$ cat src/rtl/report_encoder.sv
// report_encoder: turns report-request pulses into ASCII report lines
// ("T=HH:MM:SS", "D=dddcm", "C=ddd", "H=ddd" plus EOL) streamed to a UART
// transmitter over a valid/ready handshake. Requests are latched as pending
// flags and served in fixed priority; sensor data is snapshotted as BCD at
// message start so input changes never corrupt a line in flight.
module report_encoder #(
  parameter int P_EOL_CRLF = 1
) (
  input  logic       iClk,
  input  logic       iRstn,
  input  logic       iReqWatchRpt,
  input  logic       iReqSr04Rpt,
  input  logic       iReqTempRpt,
  input  logic       iReqHumRpt,
  input  logic [4:0] iHour,
  input  logic [5:0] iMin,
  input  logic [5:0] iSec,
  input  logic [8:0] iDistCm,
  input  logic [7:0] iTemp,
  input  logic [7:0] iHum,
  output logic [7:0] oTxData,
  output logic       oTxValid,
  input  logic       iTxReady,
  output logic       oBusy
);

  typedef enum logic {S_IDLE, S_SEND} state_t;
  typedef enum logic [1:0] {M_WATCH, M_SR04, M_TEMP, M_HUM} msg_t;

  state_t      state_q, state_d;
  msg_t        msg_q, msg_d;
  logic [3:0]  pend_q, pend_d;
  logic [3:0]  idx_q, idx_d;
  logic [23:0] dig_q, dig_d;
  logic [7:0]  data_q, data_d;
  logic        valid_q, valid_d;

  logic [3:0]  req;
  msg_t        sel;
  logic [23:0] snap;
  logic [11:0] bcd_h, bcd_m, bcd_s, bcd_dist, bcd_temp, bcd_hum;

  // Shift-and-add-3 binary to three BCD digits {hundreds, tens, ones}.
  function automatic logic [11:0] bin2bcd(input logic [8:0] b);
    logic [20:0] sr;
    sr = {12'd0, b};
    for (int i = 0; i < 9; i++) begin
      if (sr[12:9]  >= 4'd5) sr[12:9]  = sr[12:9]  + 4'd3;
      if (sr[16:13] >= 4'd5) sr[16:13] = sr[16:13] + 4'd3;
      if (sr[20:17] >= 4'd5) sr[20:17] = sr[20:17] + 4'd3;
      sr = sr << 1;
    end
    return sr[20:9];
  endfunction

  function automatic logic [7:0] asc(input logic [3:0] d);
    return 8'h30 + {4'd0, d};
  endfunction

  // Number of bytes before the end-of-line sequence.
  function automatic logic [3:0] body_len(input msg_t m);
    case (m)
      M_WATCH: return 4'd10;
      M_SR04:  return 4'd7;
      default: return 4'd5;
    endcase
  endfunction

  function automatic logic [3:0] last_idx(input msg_t m);
    return body_len(m) + ((P_EOL_CRLF != 0) ? 4'd1 : 4'd0);
  endfunction

  // Byte i of message m, digits d packed most-significant nibble first.
  function automatic logic [7:0] byte_at(input msg_t m, input logic [3:0] i,
                                         input logic [23:0] d);
    logic [7:0] b;
    b = 8'h00;
    if (i >= body_len(m)) begin
      b = ((P_EOL_CRLF != 0) && (i == body_len(m))) ? 8'h0D : 8'h0A;
    end else begin
      case (m)
        M_WATCH:
          case (i)
            4'd0:    b = "T";
            4'd1:    b = "=";
            4'd2:    b = asc(d[23:20]);
            4'd3:    b = asc(d[19:16]);
            4'd4:    b = ":";
            4'd5:    b = asc(d[15:12]);
            4'd6:    b = asc(d[11:8]);
            4'd7:    b = ":";
            4'd8:    b = asc(d[7:4]);
            default: b = asc(d[3:0]);
          endcase
        M_SR04:
          case (i)
            4'd0:    b = "D";
            4'd1:    b = "=";
            4'd2:    b = asc(d[23:20]);
            4'd3:    b = asc(d[19:16]);
            4'd4:    b = asc(d[15:12]);
            4'd5:    b = "c";
            default: b = "m";
          endcase
        default:
          case (i)
            4'd0:    b = (m == M_TEMP) ? "C" : "H";
            4'd1:    b = "=";
            4'd2:    b = asc(d[23:20]);
            4'd3:    b = asc(d[19:16]);
            default: b = asc(d[15:12]);
          endcase
      endcase
    end
    return b;
  endfunction

  assign req      = {iReqHumRpt, iReqTempRpt, iReqSr04Rpt, iReqWatchRpt};
  assign bcd_h    = bin2bcd({4'd0, iHour});
  assign bcd_m    = bin2bcd({3'd0, iMin});
  assign bcd_s    = bin2bcd({3'd0, iSec});
  assign bcd_dist = bin2bcd(iDistCm);
  assign bcd_temp = bin2bcd({1'b0, iTemp});
  assign bcd_hum  = bin2bcd({1'b0, iHum});

  // Pick the highest-priority pending request and build its digit snapshot.
  always_comb begin
    sel  = M_HUM;
    snap = {bcd_hum, 12'd0};
    if (pend_q[0]) begin
      sel  = M_WATCH;
      snap = {bcd_h[7:0], bcd_m[7:0], bcd_s[7:0]};
    end else if (pend_q[1]) begin
      sel  = M_SR04;
      snap = {bcd_dist, 12'd0};
    end else if (pend_q[2]) begin
      sel  = M_TEMP;
      snap = {bcd_temp, 12'd0};
    end
  end

  // Next-state logic: request latching, message start and byte streaming.
  always_comb begin
    state_d = state_q;
    msg_d   = msg_q;
    pend_d  = pend_q | req;
    idx_d   = idx_q;
    dig_d   = dig_q;
    data_d  = data_q;
    valid_d = valid_q;
    case (state_q)
      S_IDLE: begin
        if (|pend_q) begin
          msg_d   = sel;
          dig_d   = snap;
          pend_d  = (pend_q & ~(4'b0001 << sel)) | req;
          idx_d   = 4'd0;
          data_d  = byte_at(sel, 4'd0, snap);
          valid_d = 1'b1;
          state_d = S_SEND;
        end
      end
      default: begin
        if (valid_q && iTxReady) begin
          if (idx_q == last_idx(msg_q)) begin
            valid_d = 1'b0;
            state_d = S_IDLE;
          end else begin
            idx_d  = idx_q + 4'd1;
            data_d = byte_at(msg_q, idx_q + 4'd1, dig_q);
          end
        end
      end
    endcase
  end

  // State, flag and output registers; reset aborts any message in flight.
  always_ff @(posedge iClk or negedge iRstn) begin
    if (!iRstn) begin
      state_q <= S_IDLE;
      msg_q   <= M_WATCH;
      pend_q  <= 4'd0;
      idx_q   <= 4'd0;
      dig_q   <= 24'd0;
      data_q  <= 8'd0;
      valid_q <= 1'b0;
    end else begin
      state_q <= state_d;
      msg_q   <= msg_d;
      pend_q  <= pend_d;
      idx_q   <= idx_d;
      dig_q   <= dig_d;
      data_q  <= data_d;
      valid_q <= valid_d;
    end
  end

  assign oTxData  = data_q;
  assign oTxValid = valid_q;
  assign oBusy    = (state_q == S_SEND);

endmodule
$ cat config.mk
export PLATFORM = sky130hd
export DESIGN_NAME = report_encoder
export DESIGN_NICKNAME = d
export VERILOG_FILES = /design/src/rtl/report_encoder.sv
export SDC_FILE = /design/constraint.sdc
export NUM_CORES = 1
export LEC_CHECK = 0
export CORE_AREA = 2 2 168 170
export CTS_CLUSTER_SIZE = 20
export DETAILED_ROUTE_END_ITERATION = 8
export DIE_AREA = 0 0 170 172
export DONT_BUFFER_PORTS = 1
export SYNTH_ARGS = -nofsm -noshare
export SYNTH_HDL_FRONTEND = slang
export SYNTH_SLANG_ARGS = --single-unit
export TNS_END_PERCENT = 10
$ cat constraint.sdc
create_clock -name iClk -period 4.9 [get_ports iClk]
set_clock_uncertainty 0.05 [all_clocks]
set_input_delay 0.49 -clock iClk [delete_from_list [all_inputs] [get_ports iClk]]
set_output_delay 0.49 -clock iClk [all_outputs]
set_load 0.02 [all_outputs]
---- Yosys cells after proc, flatten, opt, wreduce, memory -nomap -nowiden ----
Index checks and enable logic that the tools add are counted.
storage, ports and cells
  logic and storage cells ................. 348
  input bits .............................. 49
  register bits ........................... 44
cells by class
  reductions and logical operators ........ 11
  bitwise logic cells ..................... 5
  equality and inequality tests ........... 17
  order comparisons ....................... 84
  $add $sub $neg .......................... 90
  shift-type cells ........................ 1
  muxes and demuxes ....................... 133
operators with widths
  kind                                                                count
  2-to-1 mux 4 bit                                                    74
  greater-or-equal comparator 4 x 3 -> 1 bit (second input constant)  67
  adder 4 x 2 -> 4 bit (second input constant)                        46
  2-to-1 mux 3 bit                                                    32
  2-to-1 mux 24 bit                                                   3
  adder 3 x 2 -> 3 bit (second input constant)                        21
  one-hot mux 7 bit (8 select lines)                                  1
  2-to-1 mux 8 bit                                                    6
  adder 6 x 4 -> 7 bit (first input constant)                         6
  one-hot mux 7 bit (6 select lines)                                  1
  adder 1 x 2 -> 3 bit (second input constant)                        12
  greater-or-equal comparator 1 x 3 -> 1 bit (second input constant)  12
  one-hot mux 7 bit (4 select lines)                                  1
  == test 4 x 3 -> 1 bit (second input constant)                      4
  one-hot mux 4 bit (2 select lines)                                  2
  one-hot mux 8 bit (2 select lines)                                  1
  one-hot mux 5 bit (2 select lines)                                  1
  adder 1 x 2 -> 3 bit (both inputs constant)                         3
  greater-or-equal comparator 1 x 3 -> 1 bit (both inputs constant)   3
  2-to-1 mux 1 bit                                                    9
  adder 4 x 1 -> 4 bit (second input constant)                        2
  == test 4 x 2 -> 1 bit (second input constant)                      2
  == test 4 bit                                                       2
  zero test 4 bit                                                     2
  other kinds (21)                                                    28

---- Longest topological paths before layout ----
Gate-level depths: netlist of the first run.
  word-level depth ........................ 20
  gate-level depth with buffers ........... 29
  gate-level depth less buffers ........... 29

---- Worst setup path before layout of the first run ----
Ideal clock, no wire load.
  kind .................................... input to register
  start ................................... input iDistCm[7]
  end ..................................... register dig_q[17]
  setup time .............................. 131 ps
  buffers on the path ..................... 2
  arrival ................................. 5972 ps
  stages .................................. 29
  required time ........................... 4719 ps
  path slack .............................. -1253 ps
  cells stage by stage .................... inv_1 ha_1 inv_1 ha_1 buf_4 a21oi_2 xnor2_1 ha_1 nor2b_4 buf_6 or4_1 o2111ai_2 ha_1 nor2b_1 nor2_1 mux2_2 nand2b_1 ha_1 a21oi_1 nor3_1 mux2i_1 nand2_2 ha_1 a21oi_1 o211ai_1 mux2_2 a2111oi_0 a21o_1 a211oi_2
on the way
  word-level cells in the longest chain between the ends .. 16
RTL lines
  what                                                                                line    RTL
  from (decl)                                                                         18      input logic [8:0] iDistCm,
  adder 4 x 2 -> 4 bit or greater-or-equal comparator 4 x 3 -> 1 bit (tied branches)  48      if (sr[12:9] >= 4'd5) sr[12:9] = sr[12:9] + 4'd3;
  2-to-1 mux 4 bit (*)                                                                48
  adder 4 x 2 -> 4 bit (tied with other cells)                                        48
  2-to-1 mux 4 bit (on tied branches)                                                 48, 49
  adder 4 x 2 -> 4 bit (tied with other cells)                                        48
  2-to-1 mux 4 bit (on tied branches)                                                 48, 49
  greater-or-equal comparator 4 x 3 -> 1 bit (tied with other cells)                  48
  2-to-1 mux 4 bit (on tied branches)                                                 48, 49
  adder 4 x 2 -> 4 bit (tied with other cells)                                        48
  2-to-1 mux 4 bit (on tied branches)                                                 48, 49
  adder 4 x 2 -> 4 bit (tied with other cells)                                        48
  2-to-1 mux 4 bit (on tied branches)                                                 48, 49
  adder 4 x 2 -> 4 bit or greater-or-equal comparator 4 x 3 -> 1 bit (tied branches)  49      if (sr[16:13] >= 4'd5) sr[16:13] = sr[16:13] + 4'd3;
  2-to-1 mux 4 bit (*)                                                                49
  2-to-1 mux 24 bit (*)                                                               133     end else if (pend_q[1]) begin
  2-to-1 mux 24 bit (*)                                                               130     if (pend_q[0]) begin
  to (signal assigned)                                                                192     dig_q <= dig_d;
  to (decl)                                                                           34      logic [23:0] dig_q, dig_d;
Mark *: on every way between the ends. The rest lies on a longest branch, timed or not.
A chain may end at the register's enable or synchronous reset.

---- Worst setup path after layout of the first run ----
  start ................................... input iHum[5]
  end ..................................... register dig_q[14]
on the way
  word-level cells in the longest chain between the ends .. 13
RTL lines
  what                                                                                line  RTL
  from (decl)                                                                         20    input logic [7:0] iHum,
  adder 4 x 2 -> 4 bit or greater-or-equal comparator 4 x 3 -> 1 bit (tied branches)  48
  2-to-1 mux 4 bit (*)                                                                48
  adder 4 x 2 -> 4 bit or greater-or-equal comparator 4 x 3 -> 1 bit (tied branches)  48
  2-to-1 mux 4 bit (*)                                                                48
  adder 4 x 2 -> 4 bit or greater-or-equal comparator 4 x 3 -> 1 bit (tied branches)  48
  2-to-1 mux 4 bit (*)                                                                48
  greater-or-equal comparator 4 x 3 -> 1 bit or adder 4 x 2 -> 4 bit (tied branches)  48
  2-to-1 mux 4 bit (*)                                                                48
  adder 4 x 2 -> 4 bit or greater-or-equal comparator 4 x 3 -> 1 bit (tied branches)  48
  2-to-1 mux 4 bit (*)                                                                48
  2-to-1 mux 24 bit (*)                                                               136   end else if (pend_q[2]) begin
  2-to-1 mux 24 bit (*)                                                               133
  2-to-1 mux 24 bit (*)                                                               130
Marked as above.

==> summary by stage, run 1 <==
Global routing
The layer with the highest usage is met2. The first global-routing pass estimated between 30000 and 40000 µm of wire. For this run, global-route usage on met2 was measured as 0.244. Across every metal layer, demand over resource in global routing totals 0.140. The largest net degree at the start of global routing is 42. For this run the aggregate overflow at the end of global routing stands at 0. The initial antenna violation count is 2. The fraction of met1 tracks used by global routing is 0.178. The met3 track utilization from global routing is 0.0302. The via count of the first global-routing pass is around 7000.

Timing
Setup repair after global routing could not meet its margin everywhere. Setup slack on the critical path of the routed design comes to -0.0234 ns. The normalized max-slew margin is 0.437. The setup-violating endpoint count in the final report is 1. For this run, the top clock speed supported by timing is 0.203 GHz. The post-layout minimum cycle time is 4.92 ns. On the final layout, the worst hold slack is -0.00599 ns.

The total count of max-transition violations in the final report is 0. The final-report hold violation count was 20. At the pin with the least slew margin, the transition time is around 0.84 ns.

Dividing the final minimum period by the clock period gives 1.00.

Clocking
The clock tree synthesis step divided the H-tree into 2 levels. The number of buffers on the longest clock path is 2. The cell at the root of the clock tree is clkbuf_16. The clock reaches the later pin of the worst-skew pair after between 0.2 and 0.3 ns. The total clock sinks is just over 40.

The TritonCTS clock tree is built. The clock slew at the register clock pins of the worst setup and hold paths is roughly 0.06 ns. The number of clock buffers added by TritonCTS is 5.

Synthesis
The number of instances in the synthesized netlist is ~900. The sequential fraction of the synthesis area is 0.152. The average instance in the mapped netlist occupies between 7 and 8 µm². Synthesis produced a netlist with a net count of between 1000 and 1500. In this run, synthesis produced a sequential element count of 41. The total number of yosys warnings is 0. The synthesized netlist contains between 90 and 100 unique library cells. For this run, the leading register cell type out of synthesis is dfrtp_1. The fraction of registers with async set/reset is 1.00. The netlist area before placement is 6770 µm². Counting flops with a built-in enable in the synthesized netlist gives 0.

Placed design
The sum of net half-perimeters after detailed placement is 15800 µm. The worst setup timing slack at the placement stage is -0.691 ns. The area of placed instances is slightly above 8000 µm². Input and output buffers added on the ports amount to 0.

The final RePlAce weighted congestion is ~0.86. Once placement completed, the tool counted placed cells totaling 1323.

Worst setup path
Broken down by cell family, the worst path's largest delay share belongs to compound AO/OA/AOI/OAI gates. The worst setup path is of the input port to flop kind. The library cell contributing the largest single delay on the critical path is or3_1. The worst setup path is captured at a flop.

The most critical setup path has its endpoint at dig_q[14]. The launch point of the critical path is iHum[5]. Of all nets on the critical path, the largest fanout is 6.

The startpoint identified for the worst register-to-register timing path is msg_q[0]. The highest cell delay on the worst timing path is between 0.3 and 0.4 ns. Data on the critical path is required at its endpoint by between 5 and 6 ns. The endpoint identified for the worst register-to-register timing path is oTxData[2]. In this design, the critical path's most frequently occurring cell is ha_2.

The number of cells on the worst reg-to-reg path is 11. The kind of start point of the critical path is an input port. The count of buffering cells on the critical path with inverters included is 3. For the worst setup path, the data arrival time is roughly 5.1 ns.

The setup slack on the worst flop-to-flop path is 1.73 ns. The total number of cells along the worst setup path is 29.

Drt
The number of detailed-route iterations in the first pass is 5. The wire length per cell after detailed routing is between 15 and 20 µm. The number of remaining DRC errors is 0.

The routed design has roughly 20000 µm of wire. The count of nets left with antenna violations once routing finished came out at 0. The first routing iteration left 462 violations. The via density per instance is 5.22. The routed layout has 7076 vias.

Floorplan
The number of placement rows is 61. The height of the die is about 170 µm. The die extent in x is around 170 µm.

The floorplan step defined a core boundary enclosing ~27000 µm². For this configuration, the core starts out at a cell density of 0.246. The die area is around 29000 µm². The I/O pin count is between 50 and 60.

Finish
In the layout the commonest cells are buf_4, nand2_1, nor2_1. The multi-input combinational cells in the finished layout cover a total of between 5000 and 6000 µm². After the flow finishes, the layout carries non-filler instances totaling approximately 1400. For this run, the post-layout net count is around 1100. The filler cell count in the final layout is just under 3000.

The final design area excluding fillers is 9040 µm². Leaving out fill and tap cells, the most frequent cell in the layout is buf_4. The share of cells above drive strength 1 is 0.302. The layout overhead on the synthesized area is 33.6%. The register area is ~1000 µm².

Run
The tool flagged a number of max-cap violations equal to 0.

Pwr
The static power due to leakage is between 3 and 4 nW. The ratio of total power to cell area is 406 nW/µm². The maximum vdd ir drop is around 190 µV. The power after layout is 3.67 mW.

Outcome
The final reports fail on negative hold slack, negative setup slack. The flow ran to the end, but the final reports show violations.

Worst hold path
The tightest min-delay check is of the input port to asynchronous set/reset pin type.
[flip-flops by register name (all words and copies together), names as in the netlist]
signal	count
dig_q	22
idx_q	4
msg_q	2
oBusy	1
oTxData	7
oTxValid	1
pend_q	4
[area by class of cell]
type / instances / area share
Sequential cell: 41 / 0.113
Clock buffer: 7 / 0.0158
Tap cell: 346 / 0.0479
Multi-Input combinational cell: 751 / 0.662
Timing Repair Buffer: 150 / 0.129
Antenna cell: 2 / 0.000554
Inverter: 57 / 0.0282
Clock inverter: 1 / 0.00332
[metrics by stage]
step                setup TNS (ns)  hold WS [ns]   util
floorplan                    -3.44         0.144      -
global placement             -2.79         0.147  0.296
detailed placement           -4.05         0.147  0.296
CTS                              0       0.00324  0.321
global route                 -1.84        0.0115  0.329
finish                     -0.0234      -0.00599  0.329
[Yosys cell counts (17+ instances only)]
| master | number | area share |
|---|---|---|
| a211oi_1 | 17 | 0.019 |
| dfrtp_1 | 41 | 0.15 |
| nor2b_1 | 17 | 0.016 |
| o21ai_0 | 58 | 0.043 |
| nor2_1 | 69 | 0.038 |
| a21oi_1 | 53 | 0.039 |
| nand2_1 | 69 | 0.038 |
| nand3_1 | 20 | 0.015 |
| xnor2_1 | 23 | 0.030 |
| inv_1 | 56 | 0.031 |
| o211ai_1 | 17 | 0.019 |
| nor3_1 | 19 | 0.014 |
| ha_1 | 70 | 0.13 |
| clkbuf_1 | 26 | 0.014 |
| mux2i_1 | 35 | 0.052 |
| nand2b_1 | 24 | 0.022 |
[repair_timing]
item | in CTS | in global routing
hold buffers | 1 | 0
setup endpoints to repair | 8 | 9
pin swaps | 45 | 31
setup buffers | 13 | 8
hold endpoints to repair | 41 | 0
gates resized for setup | 91 | 29
[metal layers]
metal	wire length, µm	part of all wire	vias to the layer above
met5	7	0.00034	-
met4	223	0.011	2
met3	1330	0.065	21
met2	9730	0.48	165
met1	9130	0.45	3344
li1	-	-	3544
[worst min path at each step]
stage / startpoint / to / slack (ns) / depth (start not counted)
finish: iRstn / idx_q[2] / -0.006 / 1
global route: iRstn / idx_q[3] / 0.01 / 1
CTS: iRstn / idx_q[2] / 0.003 / 1
detailed placement: iRstn / idx_q[2] / 0.15 / 0
global placement: iRstn / oTxData[1] / 0.15 / 0
floorplan: iRstn / dig_q[0] / 0.14 / 0
[cell families (layout without fill, tap and decap cells)]
family / Yosys count / count (layout) / synth area share
XOR/XNOR: 28 / 28 / 0.0390
adder cells (fa/ha/maj): 70 / 70 / 0.129
flip-flops: 41 / 41 / 0.152
other: 1 / 3 / 0.000554
AND/OR/NAND/NOR: 301 / 301 / 0.232
multiplexers: 45 / 45 / 0.0690
AO/OA/AOI/OAI: 306 / 306 / 0.324
buffers and inverters: 91 / 215 / 0.0542
[power by group]
| group | total (mW) | leakage, nW | internal, mW | switching (mW) |
|---|---|---|---|---|
| logic | 2.62 | 3.27 | 1.26 | 1.35 |
| registers | 0.661 | 0.494 | 0.472 | 0.189 |
| clock network | 0.391 | 0.0841 | 0.255 | 0.136 |
Power figures use the tool's default switching activity.
==> run 2: changes to the inputs <==
--- a/config.mk
+++ b/config.mk
@@ -10,6 +10,8 @@
 export DETAILED_ROUTE_END_ITERATION = 8
 export DIE_AREA = 0 0 170 172
 export DONT_BUFFER_PORTS = 1
+export GPL_TIMING_DRIVEN = 0
+export PLACE_DENSITY = 0.35
 export SYNTH_ARGS = -nofsm -noshare
 export SYNTH_HDL_FRONTEND = slang
 export SYNTH_SLANG_ARGS = --single-unit
==> run 2 against run 1 <==
  * Largest power group unchanged
  * Clock power shrank 15%
  * Highest routed layer unchanged
  * Cell area fell by 8.2%
  * Fmax decreased by 5.5%
  * The run ends with negative setup slack left
  * Worst hold slack improved by 0.25 ns
  * Global-route usage increased by 1.1 points
  * Combinational power fell by 6%
  * Sequential share of layout area grew 1.0 points
  * Final cell count shrank 5.5%
==> summary by stage, run 2 (synthesis gave the netlist of run 1 again) <==
Outcome
The run finished, with violations left. The checks that failed: negative setup slack.

Clocking
TritonCTS built the clock tree. The total clock sinks is 41 (unchanged). The latest clock arrival within the worst-skew pair is 0.29 ns (about the same).

The number of buffers created by CTS is 5 (unchanged). The level count of the clock H-tree came to 2 (unchanged). The clock slew at the register clock pins of the worst setup and hold paths is 0.06 ns (about the same). The number of buffers on the longest clock path was 2 (unchanged). The cell at the root of the clock tree is clkbuf_16.

Placed design
The total placed cells including tap cells is 1229 (-7.1%). The final RePlAce weighted congestion is 0.754 (-13%). The sum of net half-perimeters after detailed placement was 16900 µm (+7.2%). The area of placed instances came to 7320 µm² (-10%).

The port buffer count is 0 (unchanged). The worst setup timing slack at the placement stage is -1.68 ns (-0.984 ns).

Worst setup path
The library cell contributing the largest single delay on the critical path is or3_1. The maximum net fanout on the critical path is 6 (unchanged). The number of cells on the worst reg-to-reg path is 10 (-1). STA classifies the critical path startpoint as an input port. In this run the critical register-to-register path is launched from pend_q[2].

The data arrival time of the critical path is 5.36 ns (+0.29 ns). The worst reg2reg path endpoint is dig_q[9]. In this design, the critical path's most frequently occurring cell is ha_2. The count of buffering cells on the critical path with inverters included is 2 (-1).

The family of cells with the greatest summed delay on the critical path is compound AO/OA/AOI/OAI gates. The worst endpoint required time came to 5.05 ns (about the same). STA classifies the critical path endpoint as a flop.

The highest cell delay on the worst timing path is 0.34 ns (about the same). The critical path is of the input port to flop type. The setup slack on the worst flop-to-flop path was 1.45 ns (-0.28 ns).

Pwr
The maximum vdd ir drop is 151 µV (-20%). The static power due to leakage is 3.34 nW (-13%). The ratio of total power to cell area is 415 nW/µm² (+2.3%).

Drt
The wire length reported by the detailed router is 21700 µm (+6.0%). The number of remaining DRC errors came to 0 (unchanged). The wire length per cell after detailed routing is 16.9 µm (+12%). The remaining antenna violation count came to 0 (unchanged).

The number of detailed-route iterations in the first pass is 5 (unchanged). The detailed-route via count is 6705 (-5.2%). The via density per instance came to 5.24 (+0.31%). The number of design-rule violations left by the first detailed-router iteration is 341 (-26%).

Finish
In the layout the commonest cells are nand2_1, nor2_1, o21ai_0. The layout overhead on the synthesized area is 22.6%. Leaving out fill and tap cells, the most frequent cell in the layout is nand2_1. The number of nets in the layout is 1052 (-6.5%). The count of non-filler cells in the finished layout came to 1280 (-5.5%). dig_q holds more flip-flops than any other register. The final design area excluding fillers is 8300 µm² (-8.2%).

The flip-flop count of the largest register after layout is 22 (unchanged). The number of diodes was 0 (-2). The share of cells above drive strength 1 is 0.202 (-0.0995). The filler cell count in the final layout is 2964 (+2.4%).

Floorplan
The initial standard-cell utilization of the core is 0.246 (unchanged). The I/O pin count came to 59 (unchanged). The die extent in x is 170 µm (unchanged). The die area is 29200 µm² (unchanged). The height of the die was 172 µm (unchanged). The area of the core region was 27500 µm² (unchanged). The number of placement rows is 61 (unchanged).

Timing
The slack of the critical path is -0.310 ns (-0.287 ns). The fraction of the cycle the final worst path needs is 1.06 (+0.0585). The worst-margin pin slew is 0.732 ns (-0.112 ns). The highest attainable clock frequency is 0.192 GHz (-5.5%).

The total count of max-transition violations in the final report is 0 (unchanged). Setup repair after global routing could not meet its margin everywhere. The normalized max-slew margin was 0.498 (+0.0608). The setup-violating endpoint count in the final report is 8 (+7). The post-layout minimum cycle time is 5.21 ns (+0.287 ns).

The final-report hold violation count was 0 (-100%). The worst hold slack was 0.240 ns (+0.246 ns).

Worst hold path
Counting instances, the worst hold path has a depth of 1. The end point of the most critical hold path is pend_q[2]. The classification of the worst-slack hold path is input port to flop. The startpoint of the worst hold path is iReqTempRpt.

Global routing
The via count of the first global-routing pass came to 6763 (-2.7%). The first-pass GRT wire length was 35900 µm (+5.5%). The largest net degree at the start of global routing is 42 (unchanged). The global router's overall resource usage is 0.151 (+0.0114). The initial antenna violation count came to 2 (unchanged). The residual overflow from global routing is 0 (unchanged).

Run
The max-cap check violation count is 0 (unchanged).
[run 2: changes by cell type in the layout (fill, tap and decap cells not counted), sizes merged]
| cell | change |
|---|---|
| clkinv | -2 |
| diode | -2 |
| bufinv | -1 |
| clkbuf | +25 |
| buf | -100 |
| dlygate4sd3 | +1 |
| clkinvlp | +4 |
[run 2: how the worst max path moves through the flow]
stage	start	end	slack, ns	cells after the start
6_report	iHum[5]	dig_q[14]	-0.31	28
3_5_place_dp	iHum[5]	dig_q[14]	-1.68	28
2_1_floorplan	iDistCm[6]	dig_q[17]	-0.55	29
5_1_grt	iHum[5]	dig_q[14]	-0.65	28
3_3_place_gp	iHum[5]	dig_q[14]	-1.92	28
4_1_cts	iHum[5]	dig_q[14]	-0.20	28
[run 2: power by group]
part | switching [mW] | total (mW) | internal, mW | leakage, nW
logic | 1.41 | 2.47 | 1.06 | 2.78
registers | 0.169 | 0.641 | 0.472 | 0.494
clock network | 0.145 | 0.334 | 0.189 | 0.0631
total | 1.72 | 3.45 | 1.73 | 3.34
[run 2: area by class of cell]
cell class	count	area, µm²	share of cell area
sequential	41	1030	0.124
clock inverter	2	15.0	0.00181
clock buffer	6	129	0.0155
timing repair buffer	44	353	0.0425
multi-input combinational	751	5940	0.715
tap	346	433	0.0522
buffer	33	146	0.0176
inverter	57	259	0.0312
[run 2: stage by stage]
stage	utilization	power, mW	TNS [ns]
global placement	0.266	2.83	-12.83
floorplan	-	2.28	-3.44
CTS	0.300	3.43	-0.959
finish	0.302	3.45	-1.23
global route	0.302	3.79	-3.86
detailed placement	0.266	2.81	-11.22
[run 2: routing by layer]
metal	track usage	up-vias	part of all wire
met4	0.0160	4	0.0042
met1	0.210	3197	0.50
li1	-	3404	-
met5	0	-	0.0012
met3	0.0215	11	0.036
met2	0.257	89	0.46
[run 2: timing repair]
| action | CTS | global route |
|---|---|---|
| hold endpoints to repair | 41 | 6 |
| setup buffers | 41 | 1 |
| pin swaps | 49 | 12 |
| hold buffers | 1 | 1 |
| gates cloned | 0 | 0 |
| endpoints found under the setup margin | 9 | 9 |
| resized for setup | 99 | 9 |
==> run 3: changes to the inputs <==
--- a/config.mk
+++ b/config.mk
@@ -12,6 +12,7 @@
 export DONT_BUFFER_PORTS = 1
 export GPL_TIMING_DRIVEN = 0
 export PLACE_DENSITY = 0.35
+export SKIP_CTS_REPAIR_TIMING = 1
 export SYNTH_ARGS = -nofsm -noshare
 export SYNTH_HDL_FRONTEND = slang
 export SYNTH_SLANG_ARGS = --single-unit
==> run 3 against run 2 <==
  * Clock power is essentially flat
  * Largest power group unchanged
  * Non-clock buffer count increased by 1
  * First-iteration DRC count unchanged
  * Wire length hardly changed
  * Final cell count about the same
  * The run still ends with negative setup slack left
  * Setup slack worse by 0.16 ns
  * Combinational power is essentially flat
  * Via count rose by 0.46%
  * Cell area shrank 0.17%
  * Count of clock-buffer cells in the layout unchanged
  * Global-route usage decreased by 0.71 points
  * Flip-flop and latch count unchanged
==> summary by stage, run 3 (synthesis gave the netlist of run 1 again) <==
Timing
The highest attainable clock frequency is 0.186 GHz (-3.1%). The final setup TNS is -2.35 ns (-1.12 ns). The total count of max-transition violations in the final report is 0 (unchanged).

The final-report hold violation count is 0 (unchanged). The worst hold slack is 0.241 ns (+0.00113 ns). The post-layout minimum cycle time came to 5.37 ns (+0.165 ns). The slack of the critical path came to -0.475 ns (-0.165 ns). The normalized max-slew margin is 0.448 (-0.0506). The fraction of the cycle the final worst path needs was 1.10 (+0.0337). The setup-violating endpoint count in the final report is 8 (unchanged). Setup repair after global routing could not meet its margin everywhere. The worst-margin pin slew was 0.806 ns (+0.0738 ns).

Drt
The remaining antenna violation count was 0 (unchanged). The detailed-route via count is 6736 (+0.46%). The wire length reported by the detailed router is 21700 µm (about the same). The via density per instance was 5.26 (+0.38%).

The number of detailed-route iterations in the first pass is 5 (unchanged). The wire length per cell after detailed routing is 16.9 µm (about the same). The number of design-rule violations left by the first detailed-router iteration is 341 (unchanged). The number of remaining DRC errors is 0 (unchanged).

Pwr
The clock network power share is 0.097 (about the same). The power share of the combinational group is 0.716 (about the same). The static power due to leakage is 3.33 nW (-0.19%). The cell-internal power came to 1.72 mW (-0.47%).

The proportion of total power due to net switching is 0.500 (+0.000537). The ratio of total power to cell area is 415 nW/µm² (-0.20%). The sequential share of power came to 0.187 (about the same). The maximum vdd ir drop came to 153 µV (+1.4%). The power after layout was 3.43 mW (-0.37%).

The net switching power figure was 1.72 mW (-0.26%).

Floorplan
The number of placement rows is 61 (unchanged). The die area was 29200 µm² (unchanged). The height of the die is 172 µm (unchanged). The I/O pin count was 59 (unchanged). The die extent in x came to 170 µm (unchanged). The initial standard-cell utilization of the core is 0.246 (unchanged). The area of the core region came to 27500 µm² (unchanged).

Finish
The most frequent standard cell in the layout excluding fill and tap cells is nand2_1. The layout overhead on the synthesized area is 22.4%. The count of non-filler cells in the finished layout is 1281 (+0.078%). The flip-flop count of the largest register after layout is 22 (unchanged). The combined area of the multi-input logic cells is 5930 µm² (-0.15%). In the layout the commonest cells are nand2_1, nor2_1, o21ai_0. The share of cells above drive strength 1 is 0.210 (+0.00727). The number of nets in the layout is 1053 (+0.095%). The utilization after layout is 0.301 (-0.000501). The register area is 1030 µm² (unchanged). The number of diodes was 0 (unchanged). The final design area excluding fillers is 8280 µm² (-0.17%).

The register with the most flip-flops is dig_q. The filler cell count in the final layout is 2973 (+0.30%).

Clocking
The level count of the clock H-tree was 2 (unchanged). The number of buffers on the longest clock path is 2 (unchanged). The cell at the root of the clock tree is clkbuf_16. The total clock sinks is 41 (unchanged). The number of buffers created by CTS is 5 (unchanged). The latest clock arrival within the worst-skew pair is 0.29 ns (about the same). The clock slew at the register clock pins of the worst setup and hold paths is 0.06 ns (about the same). TritonCTS built the clock tree.

Placed design
The worst setup timing slack at the placement stage is -1.68 ns (unchanged). The sum of net half-perimeters after detailed placement was 16900 µm (unchanged). The port buffer count is 0 (unchanged). The area of placed instances was 7320 µm² (unchanged). The total placed cells including tap cells is 1229 (unchanged). The final RePlAce weighted congestion was 0.754 (unchanged).

Global routing
The residual overflow from global routing is 0 (unchanged). The global router's overall resource usage came to 0.144 (-0.00706). The first-pass GRT wire length came to 34200 µm (-4.7%). The via count of the first global-routing pass is 6393 (-5.5%).

The initial antenna violation count is 2 (unchanged). The largest net degree at the start of global routing is 42 (unchanged).

Worst setup path
The maximum net fanout on the critical path is 6 (unchanged). The worst endpoint required time is 5.05 ns (about the same). The worst setup path is launched from an input port. The category of the critical setup timing path is input port to flop. The nature of the critical path endpoint is a flop. The data arrival time of the critical path was 5.53 ns (+0.17 ns).

Outcome
The final reports fail on negative setup slack. The flow ran to the end, but the final reports show violations.

Worst hold path
The tightest min-delay check is of the input port to flop type.

Run
The max-cap check violation count came to 0 (unchanged).
-- run 3: power groups by stage --
stage	Clock (mW)	Sequential (mW)	Combinational, mW
2_1_floorplan	0	0.591	1.69
3_3_place_gp	0	0.648	2.18
3_5_place_dp	0	0.653	2.16
4_1_cts	0.344	0.647	2.17
5_1_grt	0.360	0.662	2.75
6_report	0.334	0.642	2.46
-- run 3: worst max-delay path, cell delays in order --
cell and delay (ns):
clkinvlp_4 0.06, ha_4 0.13, inv_4 0.03, ha_4 0.17, a21oi_4 0.17, xnor2_2 0.16, ha_2 0.28, nor2b_4 0.19
a211oi_2 0.05, o2111ai_2 0.29, ha_2 0.24, nor2b_4 0.17, a222oi_1 0.09, mux2i_1 0.23, nor2_1 0.11, xnor2_2 0.32
ha_2 0.30, nand2b_4 0.07, o21a_4 0.13, nor2_2 0.12, xnor2_2 0.16, ha_2 0.22, nor2b_4 0.22, nor4_4 0.08
or3_1 0.34, o211ai_1 0.26, o211ai_1 0.21, o31ai_1 0.22
-- run 3: layout make-up --
type                            count  area share
Multi-Input combinational cell    751       0.716
Sequential cell                    41       0.124
Tap cell                          346      0.0523
Timing Repair Buffer               45      0.0435
Inverter                           57      0.0298
Buffer                             33      0.0177
Clock buffer                        6      0.0156
Clock inverter                      2     0.00181
-- run 3: path summary, 6_finish.rpt --
kind | slack, ns | cells past startpoint | endpoint | start
min in group asynchronous | 0.67 | 2 | oTxData[5] | iRstn
worst max-delay path | -0.47 | 28 | dig_q[14] | iHum[5]
worst min-delay path | 0.24 | 1 | pend_q[2] | iReqTempRpt
worst max register to register | 1.48 | 10 | dig_q[9] | pend_q[2]
max in group asynchronous | 3.91 | 2 | dig_q[21] | iRstn
worst min register to register | 0.44 | 2 | dig_q[0] | dig_q[0]
-- run 3: routing by layer --
| layer | wire (µm) | vias to the layer above | GRT usage | part of all wire |
|---|---|---|---|---|
| met2 | 10000 | 98 | 0.240 | 0.46 |
| met1 | 10700 | 3213 | 0.204 | 0.49 |
| met5 | 27 | - | 0 | 0.0012 |
| met4 | 74 | 4 | 0.0137 | 0.0034 |
| li1 | - | 3409 | - | - |
| met3 | 862 | 12 | 0.0215 | 0.040 |
